--- src/rtl/ones_pattern_enum_if.sv ---
// ----------------------------------------------------------------------------
// ones_pattern_enum_if
//   Output stream of the ones-pattern enumerator.
//   master : producer side (drives out_valid, pattern, last; samples out_ready)
//   slave  : consumer side (samples out_valid, pattern, last; drives out_ready)
// Signals
//   out_valid  1      pattern/last are valid
//   out_ready  1      consumer accepts the current pattern
//   pattern    WIDTH  word with exactly K set bits
//   last       1      pattern is the final word of the sequence
// ----------------------------------------------------------------------------
interface ones_pattern_enum_if #(
    parameter int WIDTH = 4
);
    logic             out_valid;
    logic             out_ready;
    logic [WIDTH-1:0] pattern;
    logic             last;

    modport master (output out_valid, output pattern, output last, input out_ready);
    modport slave  (input out_valid, input pattern, input last, output out_ready);
endinterface

--- src/rtl/ones_pattern_enum.sv ---
// ----------------------------------------------------------------------------
// ones_pattern_enum
//   Enumerates every WIDTH-bit word with exactly K set bits, in ascending
//   numeric order, over a valid/ready stream. A candidate counter walks up
//   from 0 one value per cycle; each candidate whose popcount equals K is
//   presented on the stream until the consumer takes it.
// Ports
//   clk      in   rising-edge clock
//   rst_n    in   asynchronous active-low reset
//   start    in   begin a new enumeration (only honoured when idle)
//   count    in   target ones-count K, captured with an accepted start
//   busy     out  high whenever the block is not idle
//   done     out  one-cycle pulse at the end of an enumeration
//   err      out  K exceeded WIDTH; nothing was emitted (held until next start)
//   num      out  number of words handed over (held until next start)
//   ob       master side of the output stream (out_valid/out_ready/pattern/last)
// ----------------------------------------------------------------------------
module ones_pattern_enum #(
    parameter  int WIDTH = 4,
    localparam int CW    = $clog2(WIDTH + 1)
) (
    input  logic                 clk,
    input  logic                 rst_n,
    input  logic                 start,
    input  logic [CW-1:0]        count,
    output logic                 busy,
    output logic                 done,
    output logic                 err,
    output logic [WIDTH:0]       num,
    ones_pattern_enum_if.master  ob
);

    localparam logic [1:0] S_IDLE = 2'd0;
    localparam logic [1:0] S_SCAN = 2'd1;
    localparam logic [1:0] S_EMIT = 2'd2;
    localparam logic [1:0] S_DONE = 2'd3;

    logic [1:0]       state;
    logic [WIDTH-1:0] cand;
    logic [CW-1:0]    k_q;
    logic [WIDTH-1:0] last_word;
    logic             match;

    function automatic logic [CW-1:0] popcnt(input logic [WIDTH-1:0] v);
        logic [CW-1:0] c;
        c = '0;
        for (int i = 0; i < WIDTH; i++) c = c + CW'(v[i]);
        return c;
    endfunction

    // The largest word with K ones is K ones packed into the MSBs; it is
    // the final element of the ascending sequence. K=0 gives all zeros.
    always_comb begin
        last_word = '0;
        for (int i = 0; i < WIDTH; i++)
            last_word[i] = ((i + int'(k_q)) >= WIDTH);
    end

    assign match = (popcnt(cand) == k_q);

    always_ff @(posedge clk or negedge rst_n) begin
        if (!rst_n) begin
            state        <= S_IDLE;
            cand         <= '0;
            k_q          <= '0;
            busy         <= 1'b0;
            done         <= 1'b0;
            err          <= 1'b0;
            num          <= '0;
            ob.out_valid <= 1'b0;
            ob.pattern   <= '0;
            ob.last      <= 1'b0;
        end else begin
            case (state)
                S_IDLE: begin
                    if (start) begin
                        k_q  <= count;
                        num  <= '0;
                        cand <= '0;
                        busy <= 1'b1;
                        if (int'(count) > WIDTH) begin
                            err   <= 1'b1;
                            done  <= 1'b1;
                            state <= S_DONE;
                        end else begin
                            err   <= 1'b0;
                            state <= S_SCAN;
                        end
                    end
                end

                S_SCAN: begin
                    if (match) begin
                        ob.pattern <= cand;
                        ob.last    <= (cand == last_word);
                        state      <= S_EMIT;
                    end else begin
                        cand <= cand + WIDTH'(1);
                    end
                end

                // First EMIT cycle raises out_valid from the freshly loaded
                // pattern register; out_ready only counts once out_valid is up.
                S_EMIT: begin
                    if (!ob.out_valid) begin
                        ob.out_valid <= 1'b1;
                    end else if (ob.out_ready) begin
                        ob.out_valid <= 1'b0;
                        num          <= num + (WIDTH+1)'(1);
                        if (ob.last) begin
                            done  <= 1'b1;
                            state <= S_DONE;
                        end else begin
                            cand  <= cand + WIDTH'(1);
                            state <= S_SCAN;
                        end
                    end
                end

                S_DONE: begin
                    done  <= 1'b0;
                    busy  <= 1'b0;
                    state <= S_IDLE;
                end

                default: state <= S_IDLE;
            endcase
        end
    end

endmodule

--- src/flat_wrapper.sv ---
// flat-port wrapper written by rule: the top's interface ports become plain ports
module ones_pattern_enum_flat 
#(
    parameter  int WIDTH = 4,
    localparam int CW    = $clog2(WIDTH + 1)
)
  (clk, rst_n, start, count, busy, done, err, num, ob_out_valid, ob_pattern, ob_last, ob_out_ready);
  ones_pattern_enum_if #(.WIDTH(WIDTH)) ob_i ();
  input  logic clk;
  input  logic rst_n;
  input  logic start;
  input  logic [CW-1:0] count;
  output logic busy;
  output logic done;
  output logic err;
  output logic [WIDTH:0] num;
  output wire logic [$bits(ob_i.out_valid)-1:0] ob_out_valid;
  output wire logic [$bits(ob_i.pattern)-1:0] ob_pattern;
  output wire logic [$bits(ob_i.last)-1:0] ob_last;
  input wire logic [$bits(ob_i.out_ready)-1:0] ob_out_ready;
  assign ob_out_valid = ob_i.out_valid;
  assign ob_pattern = ob_i.pattern;
  assign ob_last = ob_i.last;
  assign ob_i.out_ready = ob_out_ready;
  ones_pattern_enum #(.WIDTH(WIDTH)) u_core (.clk(clk), .rst_n(rst_n), .start(start), .count(count), .busy(busy), .done(done), .err(err), .num(num), .ob(ob_i));
endmodule
--- config.mk ---
export PLATFORM = sky130hd
export DESIGN_NAME = ones_pattern_enum_flat
export DESIGN_NICKNAME = d
export VERILOG_FILES = /design/src/rtl/ones_pattern_enum_if.sv /design/src/rtl/ones_pattern_enum.sv /design/src/flat_wrapper.sv
export SDC_FILE = /design/constraint.sdc
export NUM_CORES = 1
export LEC_CHECK = 0
export ABC_AREA = 0
export CAP_MARGIN = 25
export CORE_UTILIZATION = 45
export CTS_CLUSTER_DIAMETER = 120
export DETAILED_ROUTE_END_ITERATION = 10
export MAX_ROUTING_LAYER = met4
export PLACE_DENSITY = 0.68
export SLEW_MARGIN = 10
export SYNTH_ARGS = -nofsm -noshare
export SYNTH_HDL_FRONTEND = slang
export SYNTH_SLANG_ARGS = --single-unit
--- constraint.sdc ---
create_clock -name clk -period 5 [get_ports clk]
set_input_delay 0.75 -clock clk [delete_from_list [all_inputs] [get_ports clk]]
set_output_delay 0.75 -clock clk [all_outputs]
set_load 0.005 [all_outputs]
# ---- Yosys cells after proc, flatten, opt, wreduce, memory -nomap -nowiden
# Cells that the tools add are included.
dict set report word_totals {
  reg_bits 23
  output_inout_bits 14
}
dict set report op_classes {
  add_sub_neg 8
  magnitude_cmp 5
  eq_ne 13
  n_mux 28
  n_reduce_logical 12
}
# operator count
set ops {}
lappend ops {{>= comparator 32 x 4 -> 1 bit (second input constant)} 3}
lappend ops {{2-to-1 mux 4 bit} 5}
lappend ops {{2-to-1 mux 5 bit} 3}
lappend ops {{2-to-1 mux 2 bit} 6}
lappend ops {{case mux 4 bit (3 select lines)} 1}
lappend ops {{AND reduction 6 bit} 2}
lappend ops {{case mux 5 bit (2 select lines)} 1}
lappend ops {{2-to-1 mux 1 bit} 9}
lappend ops {{adder 2 x 3 -> 4 bit (first input constant)} 2}
lappend ops {{!= test 2 x 1 -> 1 bit (second input constant)} 4}
lappend ops {{!= test 2 bit (second input constant)} 4}
lappend ops {{case mux 2 bit (4 select lines)} 1}
lappend ops {{AND reduction 4 bit} 2}
lappend ops {{adder 3 x 1 -> 3 bit} 2}
lappend ops {{AND reduction 2 bit} 3}
lappend ops {{nonzero test 3 bit} 2}
lappend ops {{adder 5 x 1 -> 5 bit (second input constant)} 1}
lappend ops {{adder 1 x 3 -> 4 bit (first input constant)} 1}
lappend ops {{adder 4 x 1 -> 4 bit (second input constant)} 1}
lappend ops {{equality test 2 bit (second input constant)} 2}
lappend ops {{equality test 4 bit} 1}
lappend ops {{nonzero test 2 bit} 2}
lappend ops {{equality test 3 bit} 1}
lappend ops {{>= comparator 3 bit (second input constant)} 1}
lappend ops {{other kinds (6)} 6}

# ---- Logic depth before layout (Yosys ltp)
dict set report depth {
  ltp_word 6
  mapped_depth 9
  mapped_depth_nobuf 9
}

# ---- Worst setup path after synthesis
# OpenSTA, ideal clock, no wires.
dict set report synth_timing {
  path_type {register to register}
  from {register u_core.cand[0]}
  to {register u_core.cand[0]}
  setup_ps 128
  arrival_time_ps 2306
  required_ps 4872
  slack_ps 2566
  stages_incl_launch_ff 10
  path_buffers 0
  path_cell_list {dfrtp_1 ha_1 inv_1 fa_1 inv_1 ha_1 xnor2_1 nand4_2 nand3_2 mux2_1}
}
dict set report synth_between {
  elab_chain_cells 6
  elab_cells_between_ends 12
}
# item line_no
set synth_rtl {}
lappend synth_rtl {{start, declared} ones_pattern_enum.sv:39} ;# logic [WIDTH-1:0] cand;
lappend synth_rtl {{start signal, assigned} ones_pattern_enum.sv:98} ;# cand <= cand + WIDTH'(1);
lappend synth_rtl {{start signal, assigned} ones_pattern_enum.sv:114} ;# cand <= cand + WIDTH'(1);
lappend synth_rtl {{adder 1 x 1 -> 2 bit} ones_pattern_enum.sv:47} ;# for (int i = 0; i < WIDTH; i++) c = c + CW'(v[i]);
lappend synth_rtl {{adder 3 x 1 -> 3 bit (2 in series)} ones_pattern_enum.sv:47}
lappend synth_rtl {{equality test 3 bit} ones_pattern_enum.sv:59} ;# assign match = (popcnt(cand) == k_q);
lappend synth_rtl {{!= test 2 bit (no line)} n/a}
lappend synth_rtl {{AND reduction 6 bit (no line)} n/a}
# Several ways; a longest one is shown, not always the timed one. The select of a mux whose other input is x is not followed.
# A chain may end at the register's enable or synchronous reset.

# ---- Worst setup path after layout
# Same ends and word-level chain as after synthesis.

==> flow_summary.yaml <==
critical_path:
  cp-end-kind: "flip-flop"
  path_buf_inv: 2
  worst-setup-path-type: "reg2reg"
  path_max_fanout: 10
  critPathRequiredTime_ns: 5.21
  crit_family: "adder cells"
  cp-start-kind: "flip-flop"
  crit_slowest_cell: "dfrtp_1"
  worstPathArrival_ns: 2.92
  cp_slowest_stage_delay_ns: 0.47
  path_cells: "ha_1 -> inv_1 -> fa_1 -> inv_1 -> ha_1 -> xnor2_1 -> nand4_2 -> nand3_2 -> mux2_1"
clocking:
  cts_tree: "built"
  cts_hold_buf: 0
  numClockSinks: 23
  clkTransAtPathRegs_ns: 0.13
  clk_path_buf_depth: 2
  post_cts_resized: 0
  numCtsBuffers: 3
  cts-root-buf: "clkbuf_4"
  post-cts-setup-buffers: 0
  clock_latency_ns: 0.31
  cts_max_level: 1
sta:
  drv_slew: 0
  rsz0062_at_grt: "no"
  fin_skew_ns: 0.003669
  period_share: 0.5409
  slew_headroom: 0.6784
  hold_ws_ns: 0.5015
  fin_crit_ns: 2.704
  setup_violations: 0
  tightest_slew_ns: 0.4814
  setup_tns_ns: 0
  max_clock_freq_ghz: 0.3698
  finalHoldViolations: 0
layout:
  final_util: 0.5969
  syn_to_final_growth_pct: 22.01
  layout_common_cells: "dfrtp_1 (23), clkdlybuf4s50_1 (20), inv_1 (11), nand2_1 (11)"
  diodes: 0
  drive_above_1_share: 0.09220
  stdcell_area_um2: 1519
  nets: 157
  final_common_cell: "dfrtp_1"
  fillers: 215
global_routing:
  grt_max_degree: 24
  antenna_found_initial: 0
  grt_pass1_vias: 831
  grt_pass1_wl_um: 4036
  grt_usage: 0.2038
  grt_overflow: 0
floorplanning:
  ios: 21
  row_count: 18
  coreArea_um2: 2545
  die_area_um2: 2981
  initial_core_util: 0.4892
  die_y_um: 54.60
  dieWidth_um: 54.60
drt:
  wl_per_cell_um: 14.30
  detail-route-antenna-nets: 0
  first_iter_violations: 13
  vias: 931
  drc: 0
  firstDrtPassIters: 4
  wirelength_um: 2445
  routed_via_density: 5.444
power_and_ir_drop:
  power.leakage_nw: 0.6908
  power_density_nw_per_um2: 601.2
  ir_worst_vdd_mv: 0.3622
run_status:
  outcome: "finished clean"
synthesis:
  synth_cells: 117
  syn_area_per_cell_um2: 10.64
  synth_cell_type_count: 33
  yosysWarnings: 0
  synthesis.nets: 132
  synth_area_um2: 1245
  ys_ff_latch: 23
  yosysSeqAreaShare: 0.4623
placement:
  gp_congestion: 0.8745
  hpwl_um: 1799
  placed_area_um2: 1478
  port-buffer-count: 20
hold_path:
  hold_path.class: "reg2reg"
job:
  max_cap_violations: 0
==> registers in the layout, summed over array words and instances, names as in the netlist <==
signal and count:
u_core.cand 4, u_core.err 1, u_core.ob.last 1, u_core.ob.out_valid 1
u_core.ob.pattern 4, u_core.state 2, u_core.k_q 3, u_core.busy 1
u_core.done 1, u_core.num 5
==> path summary, 6_finish.rpt <==
path | cells past startpoint | start | slack (ns) | end
hold reg to reg | 2 | u_core.err$_DFFE_PN0P_ | 0.50 | u_core.err$_DFFE_PN0P_
min in group asynchronous | 1 | rst_n | 0.66 | u_core.num[0]$_DFFE_PN0P_
hold / removal | 2 | u_core.err$_DFFE_PN0P_ | 0.50 | u_core.err$_DFFE_PN0P_
setup reg to reg | 9 | u_core.cand[0]$_DFFE_PN0P_ | 2.30 | u_core.cand[0]$_DFFE_PN0P_
setup / recovery | 9 | u_core.cand[0]$_DFFE_PN0P_ | 2.30 | u_core.cand[0]$_DFFE_PN0P_
max in group asynchronous | 2 | rst_n | 3.93 | u_core.num[2]$_DFFE_PN0P_
==> cell type report <==
type	count	area, um2	area share
clock buffers	4	26.28	0.01730
multi-input cells	82	623.1	0.4102
well taps	30	37.54	0.02471
flip-flops and latches	23	575.6	0.3789
repair buffers	21	215.2	0.1417
inverters	11	41.29	0.02718
==> through the flow <==
| stage | power (mW) | cells | setup slack [ns] |
|---|---|---|---|
| floorplan | 0.6588 | 117 | 2.566 |
| global placement | 0.8125 | 166 | 2.427 |
| detailed placement | 0.8256 | 166 | 2.321 |
| CTS | 0.9145 | 170 | 2.307 |
| global route | 0.9876 | 171 | 2.139 |
| finish | 0.9133 | 171 | 2.296 |
==> synthesized netlist by cell type (all sizes together) <==
master,count,area share
a21boi,1,0.0090
a32o,1,0.0080
mux2i,6,0.048
a221oi,1,0.0070
a21oi,2,0.0080
nor2,7,0.023
nor4,2,0.010
nand3,5,0.024
o21ai,8,0.032
a211o,1,0.0070
inv,11,0.033
xnor2,8,0.056
nor4b,1,0.0070
mux2,6,0.057
nand4,2,0.015
buf,1,0.0040
nor2b,2,0.010
ha,7,0.070
xor2,2,0.014
dfrtp,23,0.46
a211oi,1,0.0060
a31oi,1,0.0050
nand2,11,0.033
a21o,1,0.0060
o31ai,2,0.012
nor3,2,0.0080
fa,1,0.016
a22o,1,0.0070
==> power by group <==
| group | switching (mW) | internal, mW | total [mW] |
|---|---|---|---|
| combinational | 0.235 | 0.253 | 0.489 |
| clock | 0.0572 | 0.0312 | 0.0884 |
| sequential | 0.0778 | 0.259 | 0.336 |
| total | 0.370 | 0.543 | 0.913 |
==> metal layers <==
metal / global-route usage / share of wire
met5: - / 0
met4: 0.1026 / 0.017
met1: 0.2837 / 0.51
met3: 0.03333 / 0.031
met2: 0.2831 / 0.44
==> tightest hold or removal path, stage by stage (launching register included) <==
cell and delay (ns):
dfrtp_1 0.37, nand2_1 0.05, o21ai_0 0.06
==> kinds of logic after synthesis <==
group / synth area share
simple gates: 0.1307
flops: 0.4623
compound gates: 0.1075
buf+inv: 0.03718
mux: 0.1055
xor+xnor: 0.07036
fa+ha+maj: 0.08643
(Power assumes the default switching activity.)
